## src/rtl/rr_onehot_arbiter.sv

```systemverilog
// rr_onehot_arbiter: four-requester round-robin arbiter with a registered,
// strictly one-hot grant, a hold-time limit and a timeout pulse.
// Optional build macro: ARB_FAST_REGRANT_EN (re-grant on the release edge
// without an idle cycle when another requester is waiting).
module rr_onehot_arbiter #(
  parameter int unsigned HOLD_MAX = 15,
  parameter int unsigned CNT_W    = 4
) (
  input  logic       clk,
  input  logic       rst,
  input  logic [3:0] req,
  input  logic       release_i,
  output logic [3:0] gnt,
  output logic       gnt_valid,
  output logic       timeout
);

  localparam int unsigned N_REQ = 4;
  localparam int unsigned PTR_W = 2;
  localparam logic [CNT_W-1:0] HOLD_LAST = CNT_W'(HOLD_MAX - 1);

  // Reject hold limits the counter cannot represent
  generate
    if (HOLD_MAX < 1 || HOLD_MAX > (2 ** CNT_W) - 1) begin : g_bad_hold_max
      $error("rr_onehot_arbiter: HOLD_MAX=%0d outside 1..%0d", HOLD_MAX, (2 ** CNT_W) - 1);
    end
  endgenerate

  typedef enum logic {
    S_IDLE  = 1'b0,
    S_GRANT = 1'b1
  } state_t;

  state_t             r_state;
  logic [PTR_W-1:0]   r_ptr;
  logic [CNT_W-1:0]   r_cnt;
  logic [N_REQ-1:0]   r_gnt;
  logic               r_gnt_valid;
  logic               r_timeout;

  state_t             w_state_nxt;
  logic [PTR_W-1:0]   w_ptr_nxt;
  logic [CNT_W-1:0]   w_cnt_nxt;
  logic [N_REQ-1:0]   w_gnt_nxt;
  logic               w_timeout_nxt;

  logic [PTR_W-1:0]   w_owner;
  logic [PTR_W-1:0]   w_ptr_after;
  logic               w_owner_req;
  logic               w_at_limit;
  logic               w_release;
  logic               w_timeout_hit;

  // First set bit of vec in the order ptr, ptr+1, ptr+2, ptr+3 (mod 4)
  function automatic logic [N_REQ-1:0] f_pick(input logic [PTR_W-1:0] ptr,
                                               input logic [N_REQ-1:0] vec);
    logic [N_REQ-1:0] g;
    logic             found;
    logic [PTR_W-1:0] idx;
    g     = '0;
    found = 1'b0;
    for (int k = 0; k < N_REQ; k++) begin
      idx = ptr + PTR_W'(k);
      if (!found && vec[idx]) begin
        g[idx] = 1'b1;
        found  = 1'b1;
      end
    end
    return g;
  endfunction

  // Encode the current one-hot owner to an index
  always_comb begin
    w_owner = '0;
    case (r_gnt)
      4'b0010: w_owner = 2'd1;
      4'b0100: w_owner = 2'd2;
      4'b1000: w_owner = 2'd3;
      default: w_owner = 2'd0;
    endcase
  end

  assign w_ptr_after   = w_owner + PTR_W'(1);
  assign w_owner_req   = |(req & r_gnt);
  assign w_at_limit    = (r_cnt == HOLD_LAST);
  assign w_release     = release_i | ~w_owner_req | w_at_limit;
  assign w_timeout_hit = w_at_limit & ~release_i & w_owner_req;

`ifdef ARB_FAST_REGRANT_EN
  logic [N_REQ-1:0] w_masked;
  assign w_masked = req & ~r_gnt;
`endif

  // Next-state, pointer, hold counter and grant selection
  always_comb begin
    w_state_nxt   = r_state;
    w_ptr_nxt     = r_ptr;
    w_cnt_nxt     = r_cnt;
    w_gnt_nxt     = r_gnt;
    w_timeout_nxt = 1'b0;
    case (r_state)
      S_IDLE: begin
        if (|req) begin
          w_gnt_nxt   = f_pick(r_ptr, req);
          w_cnt_nxt   = '0;
          w_state_nxt = S_GRANT;
        end else begin
          w_gnt_nxt = '0;
        end
      end
      S_GRANT: begin
        if (w_release) begin
          w_ptr_nxt     = w_ptr_after;
          w_timeout_nxt = w_timeout_hit;
          w_gnt_nxt     = '0;
          w_cnt_nxt     = '0;
          w_state_nxt   = S_IDLE;
`ifdef ARB_FAST_REGRANT_EN
          if (|w_masked) begin
            w_gnt_nxt   = f_pick(w_ptr_after, w_masked);
            w_state_nxt = S_GRANT;
          end
`endif
        end else if (r_cnt != {CNT_W{1'b1}}) begin
          w_cnt_nxt = r_cnt + CNT_W'(1);
        end
      end
      default: begin
        w_state_nxt = S_IDLE;
        w_gnt_nxt   = '0;
      end
    endcase
  end

  // State and output registers with synchronous reset
  always_ff @(posedge clk) begin
    if (rst) begin
      r_state     <= S_IDLE;
      r_ptr       <= '0;
      r_cnt       <= '0;
      r_gnt       <= '0;
      r_gnt_valid <= 1'b0;
      r_timeout   <= 1'b0;
    end else begin
      r_state     <= w_state_nxt;
      r_ptr       <= w_ptr_nxt;
      r_cnt       <= w_cnt_nxt;
      r_gnt       <= w_gnt_nxt;
      r_gnt_valid <= |w_gnt_nxt;
      r_timeout   <= w_timeout_nxt;
    end
  end

  assign gnt       = r_gnt;
  assign gnt_valid = r_gnt_valid;
  assign timeout   = r_timeout;

endmodule
```

## config.mk

```make
export PLATFORM = sky130hd
export DESIGN_NAME = rr_onehot_arbiter
export DESIGN_NICKNAME = d
export VERILOG_FILES = /design/src/rtl/rr_onehot_arbiter.sv
export SDC_FILE = /design/constraint.sdc
export NUM_CORES = 1
export LEC_CHECK = 0
export BUFFER_PORTS_ARGS = -buffer_cell sky130_fd_sc_hd__buf_2
export CORE_MARGIN = 1
export CORE_UTILIZATION = 40
export DETAILED_ROUTE_END_ITERATION = 12
export SLEW_MARGIN = 20
export SYNTH_ARGS = -nofsm -noshare
export SYNTH_HDL_FRONTEND = slang
export SYNTH_SLANG_ARGS = --single-unit
```

## constraint.sdc

```tcl
create_clock -name clk -period 2.5 [get_ports clk]
set_clock_uncertainty 0.15 [all_clocks]
set_input_delay 0.25 -clock clk [delete_from_list [all_inputs] [get_ports clk]]
set_output_delay 0.25 -clock clk [all_outputs]
set_load 0.1 [all_outputs]
```

# Word level (Yosys, flattened, before mapping)
# Cells that the tools add are included.
# totals
ff_bits,13
in_bits,7
output_inout_bits,6
elab_cells,100
# op_classes
add_sub_neg,5
magnitude_cmp,8
eq_ne,7
muxes,46
n_bitwise,12
n_reduce_logical,16
# op_table
cell,n
2-to-1 mux 4 bit,15
2-to-1 mux 1 bit,19
case mux 4 bit (2 select lines),2
"< comparator 2 x 3 -> 1 bit, second input constant",4
OR 4 bit,3
OR reduction 4 bit,3
binary-select mux 1 bit (select 2 bit),4
demux 1 bit (select 2 bit),4
"equality test 4 bit, second input constant",2
"greater-or-equal comparator 2 x 1 -> 1 bit, second input constant",4
logical AND 1 bit,7
case mux 2 bit (3 select lines),1
"adder 2 x 1 -> 2 bit, second input constant",2
"adder 2 bit, second input constant",2
"adder 4 x 1 -> 4 bit, second input constant",1
bitwise AND 4 bit,1
"equality test 4 x 2 -> 1 bit, second input constant",1
"equality test 4 x 3 -> 1 bit, second input constant",1
"!= test 4 bit, second input constant",1
NOT 1 bit,4
AND reduction 2 bit,2
logical NOT 1 bit,3
"!= test 3 x 1 -> 1 bit, second input constant",1
OR reduction 3 bit,1
other kinds (4),6

# Logic depth before layout (Yosys ltp)
# depth
word_depth,21
mapped_depth,8
depth_no_buf,7

# Worst setup path after synthesis
# Ideal clock, no wire load.
# synth_path
path_type,register to register
startpoint,register r_gnt[2] (netlist: gnt[2])
endpoint,register r_cnt[1]
setup_ps,71
arrival_time_ps,2332
t_required_ps,2279
slack_ps,-53
stages_incl_launch_ff,6
n_path_buf,0
synth_period_minus_slack_ps,2553
path_cell_list,dfxtp_1 > a22oi_1 > a21oi_1 > and3_2 > or3b_2 > a21oi_1
# synth_via
elab_chain_len,7
word_cells_on_any_way,9
cone_classes,1 x eq/ne; 2 x mux; 4 x bitwise; 2 x reduce/logical
# synth_lines
element,line_no,text
from (decl),37,logic [N_REQ-1:0] r_gnt;
from (signal assigned),148,r_gnt <= w_gnt_nxt;
bitwise AND 4 bit (*),84,assign w_owner_req = |(req & r_gnt);
OR reduction 4 bit (*),84,
NOT 1 bit (*),86,assign w_release = release_i | ~w_owner_req | w_at_limit;
OR 1 bit (*) (2 in a row),86,
2-to-1 mux 4 bit / != test 3 x 1 -> 1 bit (equally long branches),--,
case mux 4 bit (2 select lines) / AND reduction 2 bit (equally long branches),--,
to (signal assigned),147,r_cnt <= w_cnt_nxt;
to (decl),36,logic [CNT_W-1:0] r_cnt;
# Every way passes the cells marked *; elsewhere a longest branch is shown, timed or not.
# A chain may end at the register's enable or synchronous reset.

# Worst setup path in the final report
# layout_path
startpoint,register r_ptr[0]
endpoint,register r_gnt_valid (netlist: gnt_valid)
# layout_via
elab_chain_len,21
word_cells_on_any_way,62
cone_classes,3 x add/sub; 8 x order compare; 37 x mux; 3 x bitwise; 11 x reduce/logical
# layout_lines
element,line_no,text
from (decl),35,logic [PTR_W-1:0] r_ptr;
from (signal assigned),146,r_ptr <= w_ptr_nxt;
"parallel branches: the longest is 17 deep, another holds < comparator 2 x 3 -> 1 bit",--,
2-to-1 mux 4 bit (*),64,if (!found && vec[idx]) begin
2-to-1 mux 4 bit (*),103,if (|req) begin
case mux 4 bit (2 select lines) (*),101,case (r_state)
OR reduction 4 bit (*),149,r_gnt_valid <= |w_gnt_nxt;
to (signal assigned),149,
to (decl),38,logic r_gnt_valid;
# Every way passes the cells marked *. The select of a mux whose other input is x is not followed.

==> results.md <==
* Sequential cell area at 268 µm²
* Hold EP: timeout$_SDFF_PP0_
* Clock latency at the later pin of the worst-skew pair at 270 ps
* Switching power at 0.258 mW
* CORE AREA at 2230 µm²
* Yosys top cell area share at 27.4%
* Synth Area in Compound Gates at 18.7%
* Switching share of power at 40.3%
* Vias at 816
* DIE WIDTH at 50.8 µm
* Xor/xnor share of the synthesized area at 2.76%
* Reg power frac at 38.2%
* I/O pin count at 13
* Drt pass-1 iters at 4
* Cell count after synthesis at 98
* Clock buffer depth at 2
* H-tree Lvls at 1
* Crit path required time at 2550 ps
* Detailed Place HPWL at 1590 µm
* Initial antenna violation count at 0
* Area contributors post-synth: dfxtp_1 (27%), ha_1 (12%), a2111oi_2 (6.3%)
* Final setup viols at 0
* # clock sinks at 13
* Hold Path Stages at 4
* Final WL at 2220 µm
* CTS tree: built
* Vias per cell at 5.63
* Buffers added on ports at 12
* Setup TNS at 0 ps
* Crit path DAT at 2530 ps
* Worst rel slew slack at 59.5%
* Flop-to-flop setup slack at 20 ps
* DR iter-0 viols at 12
* CP startpoint kind: flop
* Die Ht at 50.8 µm
* Count of final max-slew check failures at 0
* Power density over the cells at 534 nW/µm²
* Area of the multi-input gates at 757 µm²
* Register bit total from synthesis at 13
* Post-synthesis mux area share at 11.3%
* # diodes at 0
* CTS Buf Count at 3
* First-pass GRT wire length at 3420 µm
* Final Cell Area at 1200 µm²
* Antenna-violating nets left at 0
* Sequential share of the synthesized area at 27.4%
* Reg2reg start: r_ptr[0]$_SDFFE_PP0P_
* Post-synth top cells: dfxtp_1 (13), ha_1 (9), nor2_1 (8)
* DRC Markers at 0
* R2R depth at 7
* Mapped Area at 951 µm²
* Adder-Cell Fraction of Synth Area at 11.8%
* Total GRT Usage at 18.2%
* Worst Hold Slack at 118 ps
* Capturing point of the worst reg2reg path: gnt_valid$_SDFF_PP0_
* CP Class: flop to flop
* Largest family of logic cells by synthesized area: simple AND/OR/NAND/NOR gates
* Worst IR Drop VDD at 0.000270 V
* Syn_nets at 114
* Combinational share of power at 41.2%
* Cts hold-fix bufs at 0
* Synthesis-to-layout area growth at 26.3%
* Hold Violations, Final at 0
* Int Power at 0.383 mW
* Initial core utilization at 42.6%
* Clock Pin Slew Worst Setup and Hold Paths at 90 ps
* Synth Area in Simple Gates at 24.9%
* Fin crit share at 99.1%
* Final GP Congestion at 0.836
* Primary FF master, synth: dfxtp_1
* CP Capture Type: flop
* Die Area at 2580 µm²
* Cell leakage power at 0.461 nW
* Synth async-reset ratio at 0%
* Largest net degree at the start of global routing at 12
* HP Start: release_i
* CP max FO at 4
* Share of post-route cells with drive strength above 1 at 36.8%
* Status: finished clean
* HP Class: input port to flop
* Yosys top cell by area: dfxtp_1
* Post-synthesis cell type count at 32
* Fillers at 204
* Placed Area at 1110 µm²
* Worst Tran Pin Value at 599 ps
* Layout net count at 134
* Synth warn at 0
* Maxcap violations at 0
* Clk pwr share at 20.6%
* Count leader, synth: dfxtp_1
* Vias in the first global route at 738
* Core Rows at 17
* Average size of a mapped cell at 9.70 µm²
* Fin crit period at 2480 ps
* Root buffer cell: clkbuf_4
* Avg WL per Cell at 15.3 µm
* Fmax at 404 MHz
* Total congestion overflow at 0
* EDFF count, synth at 0
worst max path at each step:
stage	start	to	slack, ps
floorplan	r_ptr[0]$_SDFFE_PP0P_	gnt_valid$_SDFF_PP0_	0.9
global placement	r_ptr[0]$_SDFFE_PP0P_	gnt_valid$_SDFF_PP0_	100
detailed placement	r_ptr[1]$_SDFFE_PP0P_	gnt_valid$_SDFF_PP0_	90
CTS	r_ptr[0]$_SDFFE_PP0P_	gnt_valid$_SDFF_PP0_	60
global route	r_ptr[0]$_SDFFE_PP0P_	gnt_valid$_SDFF_PP0_	-40
finish	r_ptr[0]$_SDFFE_PP0P_	gnt_valid$_SDFF_PP0_	20
power groups by stage:
| stage | Combinational, mW | Sequential [mW] | Clock (mW) |
|---|---|---|---|
| finish | 0.264 | 0.245 | 0.132 |
| global route | 0.280 | 0.248 | 0.148 |
| CTS | 0.240 | 0.242 | 0.136 |
| detailed placement | 0.239 | 0.247 | 0 |
| global placement | 0.239 | 0.246 | 0 |
| floorplan | 0.129 | 0.312 | 0 |
registers in the layout, indices dropped and copies added, names as in the netlist:
register	cells
r_ptr	2
r_state	1
r_cnt	4
gnt_valid	1
timeout	1
gnt	4
per-stage QoR:
step                cells  util (%)  setup WS (ps)  power, mW
global placement      139      49.6           97.9      0.485
floorplan              98         -          0.892      0.441
CTS                   143      50.8           60.9      0.618
detailed placement    139      49.6           87.3      0.487
global route          145      53.8          -36.7      0.676
finish                145      53.8           21.7      0.641
layout by cell type (no fill, tap or decap), types with 2 or more instances in the layout:
master,netlist,routed
nand3_1,2,2
and3_1,5,5
xnor2_1,3,3
a21oi_4,0,4
and2_1,4,4
nand2_1,6,6
ha_1,9,8
dfxtp_2,0,6
buf_2,0,12
nand3b_1,4,4
nor3_1,4,4
inv_1,4,2
a22oi_1,2,2
a21oi_1,5,4
clkbuf_4,0,3
buf_4,0,5
mux4_1,2,2
mux4_2,2,2
a2111oi_4,0,4
nor2_1,8,8
dfxtp_1,13,7
o21ai_0,2,2
or3_1,3,3
cell type report:
class	count	area share [%]
Sequential cell	13	22.3
Inverter	4	1.46
Clock buffer	4	2.19
Multi-Input combinational cell	79	63.0
Timing Repair Buffer	17	8.13
Tap cell	28	2.92
routing by layer:
layer / vias to the layer above / global-route usage [%] / wire length [µm] / share of wire [%]
met5: - / 0 / 0 / 0
met4: 0 / 10.2 / 44 / 2.0
met3: 4 / 1.82 / 33 / 1.5
met2: 10 / 31.8 / 1140 / 51
met1: 399 / 21.6 / 1010 / 45
li1: 403 / - / - / -
worst max-delay path, cell delays in order, from the launching register on:
cell	delay, ps
dfxtp_2	370
inv_4	60
ha_4	260
mux4_2	500
or4_4	620
a21oi_4	190
a2111oi_4	70
a41oi_2	180
logic make-up (layout without fill, tap and decap cells):
group                    Yosys count  in the layout
AND/OR/NAND/NOR                   42             42
XOR/XNOR                           3              3
flip-flops                        13             13
AO/OA/AOI/OAI                     20             20
buffers and inverters              6             25
adder cells (fa/ha/maj)            9              9
multiplexers                       5              5
timing repair:
item,4_1_cts,5_1_grt
endpoints found under the setup margin,0,1
buffers inserted,0,2
resized for setup,0,11
(Power assumes the default switching activity.)
